`src/rtl/alu_arbiter.sv`:
```
// rtl/alu_arbiter.sv - two-requester arbiter in front of a shared combinational 32-bit ALU
//
// Purpose: grants one of two requesters (0: pipeline EX, 1: aux/debug) access
// to an external combinational ALU, registers the operands, and returns the
// registered result to the owner with a valid/ready handshake.
// Optional feature: define ALU_ARB_OVF_EN to compute signed overflow for
// add (0x20) / sub (0x22); otherwise rspN_ovf is tied 0.
//
// Ports:
//   clk, rst_n                      clock, synchronous active-low reset
//   reqN_valid/ready                request handshake (N = 0,1)
//   reqN_a/b/shamt/op               request operands and ALU funct opcode
//   rspN_valid/ready                response handshake
//   rspN_data/err/ovf               shared result, illegal-op flag, overflow flag
//   alu_a/b/shamt/op                operands driven to the ALU (from registers)
//   alu_out                         ALU result

module alu_arbiter #(
    parameter int PRIO_FIXED = 0
) (
    input  logic        clk,
    input  logic        rst_n,
    input  logic        req0_valid,
    output logic        req0_ready,
    input  logic [31:0] req0_a,
    input  logic [31:0] req0_b,
    input  logic [4:0]  req0_shamt,
    input  logic [5:0]  req0_op,
    input  logic        req1_valid,
    output logic        req1_ready,
    input  logic [31:0] req1_a,
    input  logic [31:0] req1_b,
    input  logic [4:0]  req1_shamt,
    input  logic [5:0]  req1_op,
    output logic        rsp0_valid,
    input  logic        rsp0_ready,
    output logic [31:0] rsp0_data,
    output logic        rsp0_err,
    output logic        rsp0_ovf,
    output logic        rsp1_valid,
    input  logic        rsp1_ready,
    output logic [31:0] rsp1_data,
    output logic        rsp1_err,
    output logic        rsp1_ovf,
    output logic [31:0] alu_a,
    output logic [31:0] alu_b,
    output logic [4:0]  alu_shamt,
    output logic [5:0]  alu_op,
    input  logic [31:0] alu_out
);

    typedef enum logic [1:0] {
        S_IDLE = 2'd0,
        S_EXEC = 2'd1,
        S_RESP = 2'd2
    } state_t;

    state_t      state_q, state_d;
    logic        last_grant_q;
    logic        owner_q;
    logic [31:0] a_q, b_q, result_q;
    logic [4:0]  shamt_q;
    logic [5:0]  op_q;
    logic        err_q;
    logic        grant;
    logic        accept;
    logic        op_legal;
    logic        ovf_w;

    always_comb begin
        op_legal = 1'b0;
        case (op_q)
            6'h00, 6'h02, 6'h03, 6'h04, 6'h06, 6'h07,
            6'h20, 6'h21, 6'h22, 6'h23, 6'h24, 6'h25, 6'h26, 6'h27,
            6'h2a, 6'h2b: op_legal = 1'b1;
            default:      op_legal = 1'b0;
        endcase
    end

    // Grant is only meaningful when at least one requester is valid; with a
    // single valid requester it simply names that requester.
    always_comb begin
        state_d    = state_q;
        accept     = 1'b0;
        req0_ready = 1'b0;
        req1_ready = 1'b0;
        rsp0_valid = 1'b0;
        rsp1_valid = 1'b0;
        if (req0_valid && req1_valid) begin
            grant = (PRIO_FIXED != 0) ? 1'b0 : ~last_grant_q;
        end else begin
            grant = req1_valid;
        end
        case (state_q)
            S_IDLE: begin
                if (req0_valid || req1_valid) begin
                    accept     = 1'b1;
                    req0_ready = ~grant;
                    req1_ready = grant;
                    state_d    = S_EXEC;
                end
            end
            S_EXEC: state_d = S_RESP;
            S_RESP: begin
                rsp0_valid = ~owner_q;
                rsp1_valid = owner_q;
                if (owner_q ? rsp1_ready : rsp0_ready) begin
                    state_d = S_IDLE;
                end
            end
            default: state_d = S_IDLE;
        endcase
    end

    always_ff @(posedge clk) begin
        if (!rst_n) begin
            state_q      <= S_IDLE;
            last_grant_q <= 1'b1;
            owner_q      <= 1'b0;
            a_q          <= '0;
            b_q          <= '0;
            shamt_q      <= '0;
            op_q         <= '0;
            result_q     <= '0;
            err_q        <= 1'b0;
        end else begin
            state_q <= state_d;
            if (accept) begin
                owner_q      <= grant;
                last_grant_q <= grant;
                a_q          <= grant ? req1_a     : req0_a;
                b_q          <= grant ? req1_b     : req0_b;
                shamt_q      <= grant ? req1_shamt : req0_shamt;
                op_q         <= grant ? req1_op    : req0_op;
            end
            if (state_q == S_EXEC) begin
                err_q    <= ~op_legal;
                result_q <= op_legal ? alu_out : 32'h0;
            end
        end
    end

`ifdef ALU_ARB_OVF_EN
    logic ovf_q;
    logic b_eff_sign;
    logic ovf_calc;

    // For sub the second operand's effective sign is inverted (a + ~b + 1).
    always_comb begin
        b_eff_sign = (op_q == 6'h22) ? ~b_q[31] : b_q[31];
        ovf_calc   = ((op_q == 6'h20) || (op_q == 6'h22)) &&
                     (a_q[31] == b_eff_sign) && (alu_out[31] != a_q[31]);
    end

    always_ff @(posedge clk) begin
        if (!rst_n) begin
            ovf_q <= 1'b0;
        end else if (state_q == S_EXEC) begin
            ovf_q <= ovf_calc;
        end
    end

    assign ovf_w = ovf_q;
`else
    assign ovf_w = 1'b0;
`endif

    assign alu_a     = a_q;
    assign alu_b     = b_q;
    assign alu_shamt = shamt_q;
    assign alu_op    = op_q;
    assign rsp0_data = result_q;
    assign rsp1_data = result_q;
    assign rsp0_err  = err_q;
    assign rsp1_err  = err_q;
    assign rsp0_ovf  = ovf_w;
    assign rsp1_ovf  = ovf_w;

endmodule

```
`config.mk`:
```
export PLATFORM = sky130hd
export DESIGN_NAME = alu_arbiter
export DESIGN_NICKNAME = d
export VERILOG_FILES = /design/src/rtl/alu_arbiter.sv
export SDC_FILE = /design/constraint.sdc
export NUM_CORES = 1
export LEC_CHECK = 0
export BUFFER_PORTS_ARGS = -buffer_cell sky130_fd_sc_hd__buf_2
export CAP_MARGIN = 0
export CORE_AREA = 2 2 131 133
export CTS_BUF_LIST = sky130_fd_sc_hd__clkbuf_4 sky130_fd_sc_hd__clkbuf_8
export DETAILED_ROUTE_END_ITERATION = 8
export DIE_AREA = 0 0 133 135
export PLACE_DENSITY_LB_ADDON = 0.3
export SLEW_MARGIN = 20
export SYNTH_ARGS = -nofsm -noshare
export SYNTH_HDL_FRONTEND = slang
export SYNTH_SLANG_ARGS = --single-unit
```
`constraint.sdc`:
```
create_clock -name clk -period 1.5 [get_ports clk]
set_input_delay 0.15 -clock clk [delete_from_list [all_inputs] [get_ports clk]]
set_output_delay 0.15 -clock clk [all_outputs]
set_load 0.02 [all_outputs]
```
==> out/results.ini, run 1 <==
[status]
status = complete, but fails checks
violations = setup timing

[global_routing]
grt_pass1_wl_um = 28800
grt_pass1_vias = 5679
grt_max_degree = 38
grt_overflow = 0
grtUsageTotal_pct = 20.3
antenna_found_initial = 3

[die]
rows = 47
dieArea_sq_um = 18000
die_w_um = 133
fp.dieH_um = 135
pin_count = 335
start_util_pct = 28.2
core_area_sq_um = 16400

[clocking]
cts_tree = built
cts_buffers = 17
cts.sinks = 113
htree_levels = 4
ctsLongestPathBuffers = 2
cts_root_buf = clkbuf_8
clk_pin_slew_worst_paths_ns = 0.07
clk_latency_ns = 0.43

[detailed_routing]
antenna_left = 0
num_vias = 5659
totalWireLength_um = 19000
vias_per_cell = 4.84
first_pass_iters = 8
wl_per_cell_um = 16.2
drc = 0
first_iter_violations = 392

[logic_synthesis]
synth_cell_types = 35
synth_seq_cells = 113
avgSynthCellArea_sq_um = 9.26
synth_edf_count = 0
synth-seq-area-share_pct = 48.9
synthCells = 500
synth-main-ff-cell = dfxtp_1
netlist_area_sq_um = 4630
ys_warn_count = 0
ys_async_sr_fraction_pct = 0

[critical_path]
slowest_delay_ns = 0.37
cp.required_ns = 1.81
worst-endpoint-arrival_ns = 1.91
cp_max_fo = 4
crit_path_top_delay_cell = dfxtp_4
critPathMostFrequentCell = mux2_4
path_cells = a21boi_4 > buf_6 > mux2_4 > mux2_4 > a311oi_2 > a211oi_1
critPathLaunchType = flop
critPathKind = flop to flop
timing.critical_path.to_type = flop

[placement]
gp_congestion = 0.736
portBuffers = 332
dp.cells = 995
postPlaceCellArea_sq_um = 6400
hpwl_um = 11400

[job]
max-cap-violations = 0

[layout]
area_growth_pct = 82.9
drive_gt1_share_pct = 45.7
finalNonFillerCells = 1170
post-route-cell-area_sq_um = 8470
fin_nets = 1123

[sta]
max_freq_mhz = 625
whs_ns = 0.0490
final.setup.worst_slack_ns = -0.100
finalClockSkew_ns = 0.0109
rsz0062_at_grt = true
post-route-period-util_pct = 107
hold_violations = 0
slew_viol_final = 0
final-setup-viol-count = 29
final.min_clock_period_ns = 1.60

[power]
power_density_nw_per_um2 = 1090
max-vdd-ir-drop_v = 0.000504
p_total_uw = 9250
leakage_uw = 0.00406

[hold_path]
hold_path_class = input port to flop

-- sequential cells by signal, summed over array words and instances (netlist names) --
name and flops:
op_legal 1, owner_q 1, alu_a 32, alu_b 32, last_grant_q 1, alu_op 6
rsp0_err 1, alu_shamt 5, rsp0_data 32, state_q 2
-- layout make-up --
cell class	count	area, sq um
antenna	2	5.00
fill	1480	7940
sequential	113	2270
clock inverter	13	159
timing repair buffer	498	3500
multi-input combinational	303	1990
inverter	2	8.76
tap	220	275
clock buffer	19	262
-- per-layer routing --
| layer | vias up | GRT usage, % | share of wire [%] |
|---|---|---|---|
| met5 | - | 0 | 0.068 |
| met4 | 2 | 8.48 | 2.7 |
| met3 | 51 | 7.32 | 8.7 |
| met2 | 321 | 36.6 | 51 |
| met1 | 2618 | 21.6 | 37 |
| li1 | 2667 | - | - |
-- final timing paths --
kind | start | end | slack [ns] | cells after the start
max reg2reg | last_grant_q | op_legal | -0.1 | 6
min | rsp0_ready | state_q[1] | 0.05 | 4
min reg2reg | rsp0_data[20] | rsp0_data[20] | 0.46 | 2
max | last_grant_q | op_legal | -0.1 | 6
-- stage by stage --
| stage | utilization [%] | TNS, ns | setup WS, ns |
|---|---|---|---|
| final | 51.6 | -0.897 | -0.100 |
| after CTS | 50.5 | -2.13 | -0.147 |
| after global placement | 39.0 | -0.0613 | -0.0613 |
| after floorplan | - | 0 | 0.000323 |
| after detailed placement | 39.0 | -0.0999 | -0.0847 |
| after global routing | 51.6 | -4.56 | -0.159 |
-- critical path, delay by kind of cell (launching register included) --
kind,cells,cell delay [ns]
DFF,1,0.37
AOI/OAI and AO/OA,3,0.43
muxes,2,0.56
buffers and inverters,1,0.12
-- cells in the mapped netlist, types with 2 or more instances --
cell type    n  area, sq um
buf_2       17         85.1
dfxtp_1    113         2260
buf_4       37          278
a21oi_1     37          185
mux2_2       2         22.5
o21ai_0      3         15.0
nand2_1     34          128
nor2_1      75          282
and3_1       2         12.5
nand2b_1     2         12.5
buf_1        4         15.0
nand3_1     32          160
a211oi_1    26          195
mux2i_1     26          260
clkbuf_1    24         90.1
and2_1       3         18.8
a222oi_1    45          450
-- power breakdown --
group,internal (uW),total [uW],switching [uW],leakage (uW)
clock network,1730,3060,1330,0.000208
registers,3290,3470,175,0.000930
logic,1300,2730,1430,0.00293
total,6320,9250,2930,0.00406
-- cell families (layout without fill, tap and decap cells) --
logic type / after synthesis / count (layout) / share of synthesized area (%)
buf+inv: 85 / 532 / 10.5
mux: 29 / 29 / 6.43
compound gates: 119 / 119 / 20.0
flops: 113 / 113 / 48.9
other cells: 1 / 4 / 0.0810
simple gates: 153 / 153 / 14.1
-- layout by cell type (no fill, tap or decap), types with 3 or more instances in the layout --
| master | netlist | final |
|---|---|---|
| buf_2 | 17 | 328 |
| dlygate4sd3_1 | 0 | 125 |
| dfxtp_1 | 113 | 110 |
| nor2_1 | 75 | 75 |
| a222oi_1 | 45 | 45 |
| a21oi_1 | 37 | 37 |
| nand2_1 | 34 | 34 |
| nand3_1 | 32 | 32 |
| mux2i_1 | 26 | 24 |
| buf_4 | 37 | 21 |
| a211oi_1 | 26 | 19 |
| clkbuf_8 | 0 | 19 |
| buf_12 | 0 | 9 |
| a211oi_2 | 0 | 7 |
| buf_6 | 1 | 7 |
| clkinv_2 | 0 | 5 |
| mux2_4 | 1 | 3 |
| o21ai_0 | 3 | 3 |
| bufinv_16 | 0 | 3 |
| clkinvlp_4 | 0 | 3 |
| buf_8 | 0 | 3 |
-- timing repair --
| action | CTS | global route |
|---|---|---|
| endpoints found under the hold margin | 81 | 0 |
| setup endpoints to repair | 26 | 75 |
| pin swaps | 5 | 25 |
| setup buffers | 7 | 4 |
| hold buffers | 125 | 0 |
| gates cloned | 3 | 2 |
| resized for setup | 21 | 22 |
Power figures use the tool's default switching activity.
==> run 2: changes to the inputs <==
--- a/config.mk
+++ b/config.mk
@@ -11,6 +11,7 @@
 export CTS_BUF_LIST = sky130_fd_sc_hd__clkbuf_4 sky130_fd_sc_hd__clkbuf_8
 export DETAILED_ROUTE_END_ITERATION = 8
 export DIE_AREA = 0 0 133 135
+export MAX_ROUTING_LAYER = met4
 export PLACE_DENSITY_LB_ADDON = 0.3
 export SLEW_MARGIN = 20
 export SYNTH_ARGS = -nofsm -noshare
==> out/results.ini, run 2 (synthesis gave the netlist of run 1 again) <==
[job]
max-cap-violations = 0  ; unchanged

[sta]
final.setup.worst_slack_ns = -0.103  ; was -0.100 ns
whs_ns = 0.0506  ; was 0.0490 ns
max_freq_mhz = 624  ; was 625 MHz
rsz0062_at_grt = true  ; unchanged
slew_viol_final = 0  ; unchanged
post-route-period-util_pct = 107  ; about the same
final-setup-viol-count = 29  ; unchanged
hold_violations = 0  ; unchanged
finalClockSkew_ns = 0.00986  ; was 0.0109 ns
final.min_clock_period_ns = 1.60  ; about the same

[die]
die_w_um = 133  ; unchanged
pin_count = 335  ; unchanged
start_util_pct = 28.2  ; unchanged
rows = 47  ; unchanged
core_area_sq_um = 16400  ; unchanged
dieArea_sq_um = 18000  ; unchanged
fp.dieH_um = 135  ; unchanged

[global_routing]
grt_max_degree = 38  ; unchanged
grt_pass1_wl_um = 28800  ; about the same
grt_pass1_vias = 5685  ; was 5679
antenna_found_initial = 2  ; was 3
grtUsageTotal_pct = 20.9  ; was 20.3%
grt_overflow = 0  ; unchanged

[critical_path]
worst-endpoint-arrival_ns = 1.91  ; about the same
critPathKind = flop to flop  ; unchanged
timing.critical_path.to_type = flop  ; unchanged
r2r_cells = 6  ; unchanged
critPathLaunchType = flop  ; unchanged
cp_max_fo = 4  ; unchanged
cp.required_ns = 1.81  ; about the same

[detailed_routing]
wl_per_cell_um = 16.3  ; was 16.2 um
totalWireLength_um = 19000  ; about the same
antenna_left = 0  ; unchanged
drc = 0  ; unchanged
first_iter_violations = 393  ; was 392
num_vias = 5606  ; was 5659
first_pass_iters = 7  ; was 8
vias_per_cell = 4.79  ; was 4.84

[hold_path]
hold_path_class = input port to flop  ; unchanged
holdPathStages = 4  ; unchanged

[status]
status = complete, but fails checks  ; unchanged
violations = setup timing  ; unchanged

[layout]
layout_commonest_cell = buf_2  ; unchanged
finalNonFillerCells = 1170  ; unchanged
drive_gt1_share_pct = 45.7  ; unchanged
fillers = 1480  ; unchanged
final_cell_mix = 328 x buf_2, 125 x dlygate4sd3_1, 110 x dfxtp_1, 75 x nor2_1, 45 x a222oi_1  ; unchanged
area_growth_pct = 82.9  ; unchanged
multi_input_area_sq_um = 1990  ; unchanged
seq_area_sq_um = 2270  ; unchanged
fin_nets = 1123  ; unchanged

[power]
leakage_uw = 0.00406  ; unchanged
power_density_nw_per_um2 = 1090  ; about the same
max-vdd-ir-drop_v = 0.000502  ; was 0.000504 V
p_total_uw = 9250  ; about the same

[clocking]
cts_root_buf = clkbuf_8  ; unchanged
ctsLongestPathBuffers = 2  ; unchanged
htree_levels = 4  ; unchanged
clk_pin_slew_worst_paths_ns = 0.07  ; about the same
cts_tree = built  ; unchanged
clk_latency_ns = 0.43  ; about the same
cts.sinks = 113  ; unchanged
cts_buffers = 17  ; unchanged

[placement]
gp_congestion = 0.746  ; was 0.736
dp.cells = 995  ; unchanged
hpwl_um = 11400  ; unchanged
post-place-ws_ns = -0.0847  ; unchanged
portBuffers = 332  ; unchanged

run 2: cell counts in the layout (fill, tap and decap cells not counted):
Identical to the previous run, type by type.
run 2: report_power, final:
group | internal (uW) | leakage [uW] | switching [uW]
combinational | 1300 | 0.00293 | 1430
sequential | 3290 | 0.000930 | 175
clock | 1730 | 0.000208 | 1330
run 2: worst paths after layout:
check / startpoint / endpoint / slack (ns)
max: last_grant_q / op_legal / -0.10
min: rsp0_ready / state_q[1] / 0.05
max reg2reg: last_grant_q / op_legal / -0.10
min reg2reg: rsp0_data[20] / rsp0_data[20] / 0.46
run 2: routing by layer:
metal,GRT usage (%),routed length [um]
met5,-,0
met4,8.48,494
met3,6.38,1310
met2,36.6,9780
met1,22.0,7460
run 2: cell type report:
cell class	instances	area share, %
repair buffers	498	41.3
multi-input cells	303	23.5
flip-flops and latches	113	26.8
well taps	220	3.25
diodes	2	0.0591
clock buffers	19	3.09
clock inverters	13	1.88
inverters	2	0.103
run 2: repair_timing:
item,4_1_cts,5_1_grt
gates cloned,3,2
gates resized for setup,21,22
hold endpoints to repair,81,0
setup endpoints to repair,26,75
pin swaps,5,25
setup buffers,7,4
hold buffers,125,0
run 2: worst max-delay path, cell delays in order, from the launching register on:
cell	delay, ns
dfxtp_4	0.37
a21boi_4	0.15
buf_6	0.12
mux2_4	0.28
mux2_4	0.28
a311oi_2	0.21
a211oi_1	0.07
run 2: through the flow:
stage          setup TNS [ns]  cell area [sq um]  util, %
3_3_place_gp          -0.0613               6400     39.0
3_5_place_dp          -0.0999               6400     39.0
2_1_floorplan               0               4630        -
4_1_cts                 -2.13               8280     50.5
5_1_grt                 -4.56               8470     51.6
6_report               -0.943               8470     51.6
==> run 3: changes to the inputs <==
--- a/config.mk
+++ b/config.mk
@@ -13,6 +13,7 @@
 export DIE_AREA = 0 0 133 135
 export MAX_ROUTING_LAYER = met4
 export PLACE_DENSITY_LB_ADDON = 0.3
+export SKIP_LAST_GASP = 1
 export SLEW_MARGIN = 20
 export SYNTH_ARGS = -nofsm -noshare
 export SYNTH_HDL_FRONTEND = slang
==> out/results.ini, run 3 (synthesis gave the netlist of run 1 again) <==
[status]
status = complete, but fails checks  ; unchanged
violations = setup timing  ; unchanged

[sta]
final.setup.worst_slack_ns = -0.102  ; was -0.103 ns
hold_violations = 0  ; unchanged
rsz0062_at_grt = true  ; unchanged
final.min_clock_period_ns = 1.60  ; about the same
slew_viol_final = 0  ; unchanged
post-route-period-util_pct = 107  ; about the same
max_freq_mhz = 624  ; about the same
finalClockSkew_ns = 0.0102  ; was 0.00986 ns
final-setup-viol-count = 22  ; was 29

[layout]
fin_nets = 1128  ; was 1123
layout_commonest_cell = buf_2  ; unchanged
post-route-cell-area_sq_um = 8550  ; was 8470 sq um
fillers = 1470  ; was 1480
area_growth_pct = 84.6  ; was 82.9%
final_cell_mix = 328 x buf_2, 125 x dlygate4sd3_1, 110 x dfxtp_1, 75 x nor2_1, 45 x a222oi_1  ; unchanged
drive_gt1_share_pct = 46.2  ; was 45.7%
seq_area_sq_um = 2270  ; unchanged
multi_input_area_sq_um = 2000  ; was 1990 sq um
finalNonFillerCells = 1176  ; was 1170

[die]
pin_count = 335  ; unchanged
fp.dieH_um = 135  ; unchanged
dieArea_sq_um = 18000  ; unchanged
rows = 47  ; unchanged
start_util_pct = 28.2  ; unchanged
core_area_sq_um = 16400  ; unchanged
die_w_um = 133  ; unchanged

[power]
power_density_nw_per_um2 = 1090  ; about the same
switching_share_pct = 31.8  ; was 31.7%
power.switching_uw = 2970  ; was 2930 uW
p_int_uw = 6360  ; was 6320 uW
p_total_uw = 9330  ; was 9250 uW
max-vdd-ir-drop_v = 0.000517  ; was 0.000502 V
p_clk_share_pct = 32.8  ; was 33.1%
leakage_uw = 0.00409  ; was 0.00406 uW
p_seq_share_pct = 37.2  ; was 37.5%
combPwrFrac_pct = 30.0  ; was 29.5%

[global_routing]
grt_overflow = 0  ; unchanged
grt_pass1_vias = 5649  ; was 5685
grt_max_degree = 38  ; unchanged
grtUsageTotal_pct = 20.8  ; was 20.9%
antenna_found_initial = 2  ; unchanged
grt_pass1_wl_um = 28700  ; was 28800 um

[clocking]
ctsLongestPathBuffers = 2  ; unchanged
clk_latency_ns = 0.43  ; about the same
cts.sinks = 113  ; unchanged
clk_pin_slew_worst_paths_ns = 0.07  ; about the same
cts_tree = built  ; unchanged
cts_root_buf = clkbuf_8  ; unchanged
htree_levels = 4  ; unchanged
cts_buffers = 17  ; unchanged

[detailed_routing]
drc = 0  ; unchanged
wl_per_cell_um = 16.5  ; was 16.3 um
first_iter_violations = 339  ; was 393
totalWireLength_um = 19400  ; was 19000 um
vias_per_cell = 4.81  ; was 4.79
antenna_left = 0  ; unchanged
first_pass_iters = 7  ; unchanged
num_vias = 5659  ; was 5606

[placement]
portBuffers = 332  ; unchanged
dp.cells = 995  ; unchanged
hpwl_um = 11400  ; unchanged
postPlaceCellArea_sq_um = 6400  ; unchanged
gp_congestion = 0.746  ; unchanged

[job]
max-cap-violations = 0  ; unchanged

[critical_path]
timing.critical_path.to_type = flop  ; unchanged
worst-endpoint-arrival_ns = 1.91  ; about the same
cp_max_fo = 4  ; unchanged
cp.required_ns = 1.81  ; about the same
critPathLaunchType = flop  ; unchanged
critPathKind = flop to flop  ; unchanged

[hold_path]
hold_path_class = input port to flop  ; unchanged

-- run 3: metal layers --
| metal | wire (um) | global-route usage (%) | up-vias |
|---|---|---|---|
| li1 | - | - | 2682 |
| met1 | 7510 | 21.8 | 2629 |
| met2 | 9960 | 36.5 | 291 |
| met3 | 1360 | 6.23 | 57 |
| met4 | 610 | 8.78 | 0 |
| met5 | 0 | - | - |
-- run 3: worst paths after layout --
path                 startpoint            end  slack (ns)  cells after the start
hold / removal       rsp0_ready     state_q[1]        0.05                      4
setup reg to reg   last_grant_q       op_legal       -0.10                      6
setup / recovery   last_grant_q       op_legal       -0.10                      6
hold reg to reg   rsp0_data[20]  rsp0_data[20]        0.46                      2
-- run 3: critical path, stage by stage, from the launching register on --
cell	delay, ns
dfxtp_4	0.37
a21boi_4	0.15
buf_6	0.12
mux2_4	0.28
mux2_4	0.28
a311oi_2	0.21
a211oi_1	0.07
-- run 3: final cells by class --
type                    count  area share, %
repair buffers            503           41.7
flip-flops and latches    113           26.5
multi-input cells         303           23.5
well taps                 220           3.22
clock buffers              19           3.06
clock inverters            13           1.86
inverters                   2          0.102
diodes                      3         0.0878
-- run 3: through the flow --
stage | TNS, ns | hold slack (ns) | util (%) | setup WS [ns]
after floorplan | 0 | 0.212 | - | 0.000323
after global placement | -0.0613 | 0.377 | 39.0 | -0.0613
after detailed placement | -0.0999 | 0.387 | 39.0 | -0.0847
after CTS | -2.27 | 0.00530 | 50.5 | -0.147
after global routing | -3.29 | 0.0417 | 52.1 | -0.157
final | -0.744 | 0.0492 | 52.1 | -0.102
-- run 3: power by group through the flow --
| stage | combinational, uW | clock, uW | sequential [uW] |
|---|---|---|---|
| 2_1_floorplan | 996 | 0 | 3840 |
| 3_3_place_gp | 2160 | 0 | 3520 |
| 3_5_place_dp | 2170 | 0 | 3520 |
| 4_1_cts | 2580 | 3170 | 3460 |
| 5_1_grt | 3000 | 3310 | 3500 |
| 6_report | 2800 | 3060 | 3470 |
-- run 3: repair_timing --
action	in CTS	in global routing
hold endpoints to repair	81	0
setup buffers	7	8
resized for setup	19	31
hold buffers	125	0
setup endpoints to repair	26	76
cloned	3	4
pin swaps	5	35
